--- src/rtl/adc_pkg.sv ---
// Shared constants and FSM state type for the ramp-compare ADC scan controller.
package adc_pkg;

  localparam int ADC_BITS    = 8;
  localparam int RAMP_STEPS  = 256;
  localparam int AVG_SAMPLES = 4;
  localparam int SUM_BITS    = ADC_BITS + $clog2(AVG_SAMPLES);

  typedef enum logic [2:0] {
    IDLE,
    SETTLE,
    RAMP,
    ACCUM,
    OUTPUT
  } state_t;

endpackage

--- src/rtl/adc_edge_sync.sv ---
// Two-flop synchronizer for the asynchronous comparator plus a falling-edge detector.
module adc_edge_sync (
  input  logic clk,
  input  logic reset,
  input  logic comparator_out,
  output logic comp_sync,
  output logic comp_fall
);

  logic meta;
  logic prev;

  always_ff @(posedge clk) begin
    if (reset) begin
      meta      <= 1'b0;
      comp_sync <= 1'b0;
      prev      <= 1'b0;
    end else begin
      meta      <= comparator_out;
      comp_sync <= meta;
      prev      <= comp_sync;
    end
  end

  assign comp_fall = prev & ~comp_sync;

endmodule

--- src/rtl/adc_scan_controller.sv ---
// Round-robin ramp-compare ADC sequencer: DAC sawtooth, mux select, code capture, valid/ready results.
// Define ADC_SCAN_AVG_EN to average four back-to-back ramps per channel.
module adc_scan_controller
  import adc_pkg::*;
#(
  parameter int NUM_CH        = 4,
  parameter int RAMP_DIV      = 16,
  parameter int SETTLE_CYCLES = 256,
  localparam int CH_W         = (NUM_CH > 1) ? $clog2(NUM_CH) : 1
) (
  input  logic                clk,
  input  logic                reset,
  input  logic                start,
  input  logic                continuous,
  input  logic [NUM_CH-1:0]   ch_en,
  input  logic                comparator_out,
  output logic [ADC_BITS-1:0] sawtooth_out,
  output logic [CH_W-1:0]     mux_sel,
  output logic                busy,
  output logic                result_valid,
  input  logic                result_ready,
  output logic [ADC_BITS-1:0] result_data,
  output logic [CH_W-1:0]     result_ch
);

  localparam int DIV_W = $clog2(RAMP_DIV);
  localparam int SET_W = (SETTLE_CYCLES > 1) ? $clog2(SETTLE_CYCLES) : 1;
  localparam logic [DIV_W-1:0] DIV_LAST = DIV_W'(RAMP_DIV - 1);
  localparam logic [SET_W-1:0] SET_LAST = SET_W'(SETTLE_CYCLES - 1);

  state_t              state, state_nxt;
  logic [NUM_CH-1:0]   mask;
  logic [DIV_W-1:0]    presc;
  logic [SET_W-1:0]    settle_cnt;
  logic [ADC_BITS-1:0] code;
  logic                captured;
  logic                comp_sync, comp_fall;
  logic                step_end, ramp_end, cap_now;
  logic [CH_W-1:0]     next_ch, first_ch;
  logic                has_next;

`ifdef ADC_SCAN_AVG_EN
  localparam int SAMP_W = $clog2(AVG_SAMPLES);
  localparam logic [SAMP_W-1:0] SAMP_LAST = SAMP_W'(AVG_SAMPLES - 1);
  logic [SUM_BITS-1:0] sum;
  logic [SAMP_W-1:0]   samp;
  logic [ADC_BITS-1:0] fin_code;
`endif

  adc_edge_sync u_edge_sync (
    .clk            (clk),
    .reset          (reset),
    .comparator_out (comparator_out),
    .comp_sync      (comp_sync),
    .comp_fall      (comp_fall)
  );

  assign busy     = (state != IDLE);
  assign step_end = (presc == DIV_LAST);
  assign ramp_end = step_end && (sawtooth_out == '1);
  // A comparator already low at step 0 never produces an edge; sample it late in the step once the synchronizer has settled.
  assign cap_now  = (state == RAMP) && !captured &&
                    (comp_fall || (sawtooth_out == '0 && step_end && !comp_sync));

`ifdef ADC_SCAN_AVG_EN
  assign fin_code = cap_now ? sawtooth_out : code;
`endif

  always_comb begin
    next_ch  = '0;
    first_ch = '0;
    has_next = 1'b0;
    for (int i = NUM_CH - 1; i >= 0; i--) begin
      if (mask[i] && i > int'(mux_sel)) begin
        next_ch  = CH_W'(i);
        has_next = 1'b1;
      end
      if (ch_en[i]) first_ch = CH_W'(i);
    end
  end

  always_ff @(posedge clk) begin
    if (reset) state <= IDLE;
    else       state <= state_nxt;
  end

  always_comb begin
    state_nxt = state;
    case (state)
      IDLE:   if (start && |ch_en) state_nxt = SETTLE;
      SETTLE: if (settle_cnt == SET_LAST) state_nxt = RAMP;
      RAMP: begin
`ifdef ADC_SCAN_AVG_EN
        if (ramp_end && samp == SAMP_LAST) state_nxt = ACCUM;
`else
        if (ramp_end) state_nxt = OUTPUT;
`endif
      end
      ACCUM:  state_nxt = OUTPUT;
      OUTPUT: begin
        if (result_valid && result_ready)
          state_nxt = (has_next || (continuous && |ch_en)) ? SETTLE : IDLE;
      end
      default: state_nxt = IDLE;
    endcase
  end

  always_ff @(posedge clk) begin
    if (reset) begin
      mask         <= '0;
      mux_sel      <= '0;
      presc        <= '0;
      settle_cnt   <= '0;
      sawtooth_out <= '0;
      code         <= '0;
      captured     <= 1'b0;
      result_valid <= 1'b0;
      result_data  <= '0;
      result_ch    <= '0;
`ifdef ADC_SCAN_AVG_EN
      sum          <= '0;
      samp         <= '0;
`endif
    end else begin
      case (state)
        SETTLE: begin
          settle_cnt <= settle_cnt + 1'b1;
          if (state_nxt == RAMP) begin
            presc    <= '0;
            code     <= '1;
            captured <= 1'b0;
          end
        end
        RAMP: begin
          if (cap_now) begin
            code     <= sawtooth_out;
            captured <= 1'b1;
          end
          presc <= step_end ? '0 : presc + 1'b1;
          if (step_end) sawtooth_out <= sawtooth_out + 1'b1;
`ifdef ADC_SCAN_AVG_EN
          if (ramp_end) begin
            sum      <= sum + SUM_BITS'(fin_code);
            samp     <= samp + 1'b1;
            code     <= '1;
            captured <= 1'b0;
          end
`endif
        end
        OUTPUT: begin
          if (!result_valid) begin
            result_valid <= 1'b1;
            result_ch    <= mux_sel;
`ifdef ADC_SCAN_AVG_EN
            result_data  <= sum[SUM_BITS-1 -: ADC_BITS];
`else
            result_data  <= code;
`endif
          end else if (result_ready) begin
            result_valid <= 1'b0;
          end
        end
        default: ;
      endcase

      if (state != SETTLE && state_nxt == SETTLE) begin
        settle_cnt   <= '0;
        sawtooth_out <= '0;
`ifdef ADC_SCAN_AVG_EN
        sum          <= '0;
        samp         <= '0;
`endif
        if (state == OUTPUT && has_next) begin
          mux_sel <= next_ch;
        end else begin
          mask    <= ch_en;
          mux_sel <= first_ch;
        end
      end
    end
  end

endmodule
--- config.mk ---
export PLATFORM = sky130hd
export DESIGN_NAME = adc_scan_controller
export DESIGN_NICKNAME = d
export VERILOG_FILES = /design/src/rtl/adc_pkg.sv /design/src/rtl/adc_edge_sync.sv /design/src/rtl/adc_scan_controller.sv
export SDC_FILE = /design/constraint.sdc
export NUM_CORES = 1
export LEC_CHECK = 0
export BUFFER_PORTS_ARGS = -buffer_cell sky130_fd_sc_hd__buf_4
export CORE_ASPECT_RATIO = 1.75
export CORE_MARGIN = 1
export CORE_UTILIZATION = 50
export CTS_BUF_LIST = sky130_fd_sc_hd__clkbuf_4
export DETAILED_ROUTE_END_ITERATION = 8
export PLACE_DENSITY = 0.68
export SYNTH_ARGS = -nofsm -noshare
export SYNTH_HDL_FRONTEND = slang
export SYNTH_SLANG_ARGS = --single-unit
export TNS_END_PERCENT = 5
--- constraint.sdc ---
create_clock -name clk -period 6.65 [get_ports clk]
set_clock_uncertainty 0.15 [all_clocks]
set_input_delay 1.33 -clock clk [delete_from_list [all_inputs] [get_ports clk]]
set_output_delay 1.33 -clock clk [all_outputs]
set_load 0.05 [all_outputs]
==> metrics.md <==
| Metric | Value |
|---|---|
| Status | `completed` |
| I/O pin cnt | `32` |
| Layout Utilization | `59.12%` |
| Layout overhead on the synthesized area | `13.84%` |
| CP Capture Type | `flip-flop` |
| Slowest-stage cell, CP | `or4_4` |
| Clk buf depth | `2` |
| Initial Util | `51.93%` |
| Fmax | `345.9 MHz` |
| Inst Count DP | `340` |
| Flop-to-flop setup slack | `4.39 ns` |
| Sequential cell area fraction in the yosys report | `44.64%` |
| Num CTS Buffers | `5` |
| Layout cells sized above 1 | `17.17%` |
| Antenna violations before repair | `0` |
| Full die area | `0.004859 mm^2` |
| Part of the cycle the worst path needs | `43.47%` |
| CP cell instances | `buf_4 > or4_4 > and2_4 > o31ai_4 > nand2_1 > mux2_4` |
| Crit path arrival time | `3.04 ns` |
| Yosys top cell area share | `44.64%` |
| Fin nets | `310` |
| Area contributors post-synth | `dfxtp_1, nor2_1, nand2_1, a21oi_1, nor3_1` |
| Critical Path Fanout Max | `6` |
| Fin cells | `348` |
| Final Instance Area | `0.002604 mm^2` |
| R2R cell count | `5` |
| I/O Buffers | `31` |
| Hold crit path type | `flip-flop to flip-flop` |
| DRC | `0` |
| Worst-margin pin slew | `0.7177 ns` |
| Gate Count Post-Synth | `267` |
| Hold Crit Start | `code[5]` |
| WHS Endpoint | `result_data[5]` |
| Clock network power share | `30.2%` |
| Slew headroom | `52.05%` |
| Later-pin clock latency in the skew report | `0.38 ns` |
| Setup TNS | `0 ns` |
| Area post-placement | `0.002540 mm^2` |
| Gpl congestion | `0.7748` |
| Vias per inst | `5.336` |
| WL/cell | `12.43 um` |
| TritonCTS clock tree | `built` |
| Routed Antenna Nets | `0` |
| Row count | `32` |
| Pins Over Slew Limit | `0` |
| Top cell type by total area after synthesis | `dfxtp_1` |
| Mapped cell area | `0.002287 mm^2` |
| Vias post-DR | `1857` |
| Tot Pwr | `0.5018 mW` |
| Buffers inserted by post-CTS timing repair | `0` |
| Max_cap viols | `0` |
| Post-DP HPWL | `3098 um` |
| Area taken by multi-input logic gates | `0.001200 mm^2` |
| Endpoints failing setup | `0` |
| Die width | `53.13 um` |
| FF+latch count, synth | `51` |
| Yosys cell types | `46` |
| Htree depth | `2` |
| Antenna fix cells | `0` |
| Crit start category | `input pin` |
| Sw Share | `26.35%` |
| Worst Path Class, Setup | `input pin to flip-flop` |
| Peak VDD IR | `0.2097 mV` |
| Syn Nets | `281` |
| Fillers | `447` |
| GRT overflow | `0` |
| CTS sink cnt | `51` |
| Core area | `0.004404 mm^2` |
| RSZ-0062 raised after global routing | `no` |
| Worst Path Required | `6.80 ns` |
| Fraction of registers with async set or reset after synthesis | `0%` |
| Comb power frac | `7.3%` |
| FF+latch area | `0.001021 mm^2` |
| Drt initial violations | `29` |
| Final worst path period need | `2.891 ns` |
| GR Util All Layers | `20.46%` |
| Cell internal pwr | `0.3696 mW` |
| Pwr per Cell Area | `192.7 mW/mm^2` |
| NetSw | `0.1322 mW` |
| Post-synth EDFFs | `0` |
| Final Hold Fails | `0` |
| Via count of the first global-routing pass | `1726` |
| Cts hold-fix bufs | `0` |
| Post-CTS Resized | `0` |
| First-pass GRT wire length | `7562 um` |
| Most used DFF post-synth | `dfxtp_1` |
| Sequential share of power | `62.5%` |
| Clk pin slew, worst setup/hold paths | `0.17 ns` |
| Syn Area/Cell | `8.566 um^2` |
| WHS Path Cells | `2` |
| R2R Path End | `code[1]` |
| Synth warn | `0` |
| Pre-antenna DRT Iters | `6` |
| Largest net degree at the start of global routing | `42` |
| Static Leak | `1.003 nW` |
| Delay of the slowest critical-path stage | `0.53 ns` |
| Chip height | `91.47 um` |
| Drt total wl | `4325 um` |
| Clock tree root driver cell | `clkbuf_4` |
| Reg2reg start | `state[0]` |
==> placed cells by master, fill, tap and decap left out, types with 2 or more instances in the layout <==
cell	synthesis	layout
xnor2_1	4	4
nor2b_1	5	5
nand2_1	32	32
xor2_1	10	10
inv_6	0	2
clkbuf_4	0	5
mux2i_1	4	4
and3_1	4	4
nor3b_1	2	2
a21oi_1	20	20
or3b_2	2	2
o21ai_0	4	4
buf_4	1	32
a31oi_1	3	3
nand3_1	8	8
nor2_1	37	37
nor2_2	2	2
ha_1	4	4
nor4_1	2	2
nand2b_1	8	8
nand4_1	9	9
inv_1	4	4
dfxtp_1	51	51
a211oi_1	2	2
nor3_1	20	20
==> cell type report <==
cell class / count / share of cell area (%)
Multi-Input combinational cell: 202 / 46.08
Sequential cell: 51 / 39.21
Timing Repair Buffer: 32 / 9.226
Tap cell: 51 / 2.451
Clock buffer: 5 / 1.442
Clock inverter: 3 / 1.009
Inverter: 4 / 0.5766
==> state kept, by name, indices dropped and copies added, names as in the netlist <==
name / flops
code: 8
result_data: 8
sawtooth_out: 8
settle_cnt: 8
presc: 4
mask: 3
state: 3
mux_sel: 2
result_ch: 2
captured: 1
result_valid: 1
u_edge_sync.comp_sync: 1
u_edge_sync.meta: 1
u_edge_sync.prev: 1
==> power by group through the flow <==
stage / Clock, mW / Sequential (mW) / Combinational (mW)
after floorplan: 0 / 0.321 / 0.0257
after global placement: 0 / 0.320 / 0.0371
after detailed placement: 0 / 0.320 / 0.0373
after CTS: 0.158 / 0.313 / 0.0374
after global routing: 0.168 / 0.314 / 0.0408
final: 0.152 / 0.313 / 0.0367
==> stage by stage <==
stage	hold WS, ns	setup WS, ns
finish	0.3048	3.759
global route	0.3303	3.682
CTS	0.3072	3.774
detailed placement	0.2989	3.343
global placement	0.2817	3.365
floorplan	0.2638	3.542
==> cells in the mapped netlist, drive strengths merged, types with 2 or more instances <==
library cell and count:
dfxtp 51, nor4 2, and3 4, a211oi 2, or3b 2, nor3b 2
or4 2, nor2b 5, xor2 10, nand3 8, a31oi 3, a21oi 20
buf 4, inv 4, nand2 32, xnor2 4, and2 2, nand2b 8
clkbuf 6, ha 4, nor2 39, nand4 9, mux2i 4, o21ai 4
nor3 20
==> kinds of logic after synthesis <==
family                     count (synthesis)  synth area share [%]
xor gates and xnor gates                  14                 5.361
DFF                                       51                 44.64
adders and majority gates                  4                 2.188
buffers and inverters                     14                 2.899
AOI/OAI and AO/OA                         36                 10.67
and+or+nand+nor                          143                 31.84
muxes                                      5                 2.407
==> worst max-delay path: cells and delay by family <==
family | cells | cell delay [ns]
compound gates | 1 | 0.43
buf+inv | 1 | 0.12
mux | 1 | 0.31
simple gates | 3 | 0.85
==> routing by layer <==
| layer | global-route usage, % | vias up | part of all wire, % |
|---|---|---|---|
| li1 | - | 986 | - |
| met1 | 23.83 | 842 | 46 |
| met2 | 35.13 | 24 | 50 |
| met3 | 4.188 | 5 | 2.7 |
| met4 | 7.675 | 0 | 1.6 |
| met5 | 0 | - | 0 |
==> worst max path at each step <==
stage	startpoint	end	slack, ns	cells past startpoint
final	ch_en[1]	mux_sel[1]	3.76	6
after floorplan	ch_en[1]	mux_sel[1]	3.54	5
after CTS	ch_en[1]	mux_sel[1]	3.77	6
after global routing	state[2]	busy	3.68	3
after detailed placement	ch_en[1]	mux_sel[1]	3.34	6
after global placement	ch_en[1]	mux_sel[1]	3.37	6
No activity file was read; power rests on OpenSTA's default activity.
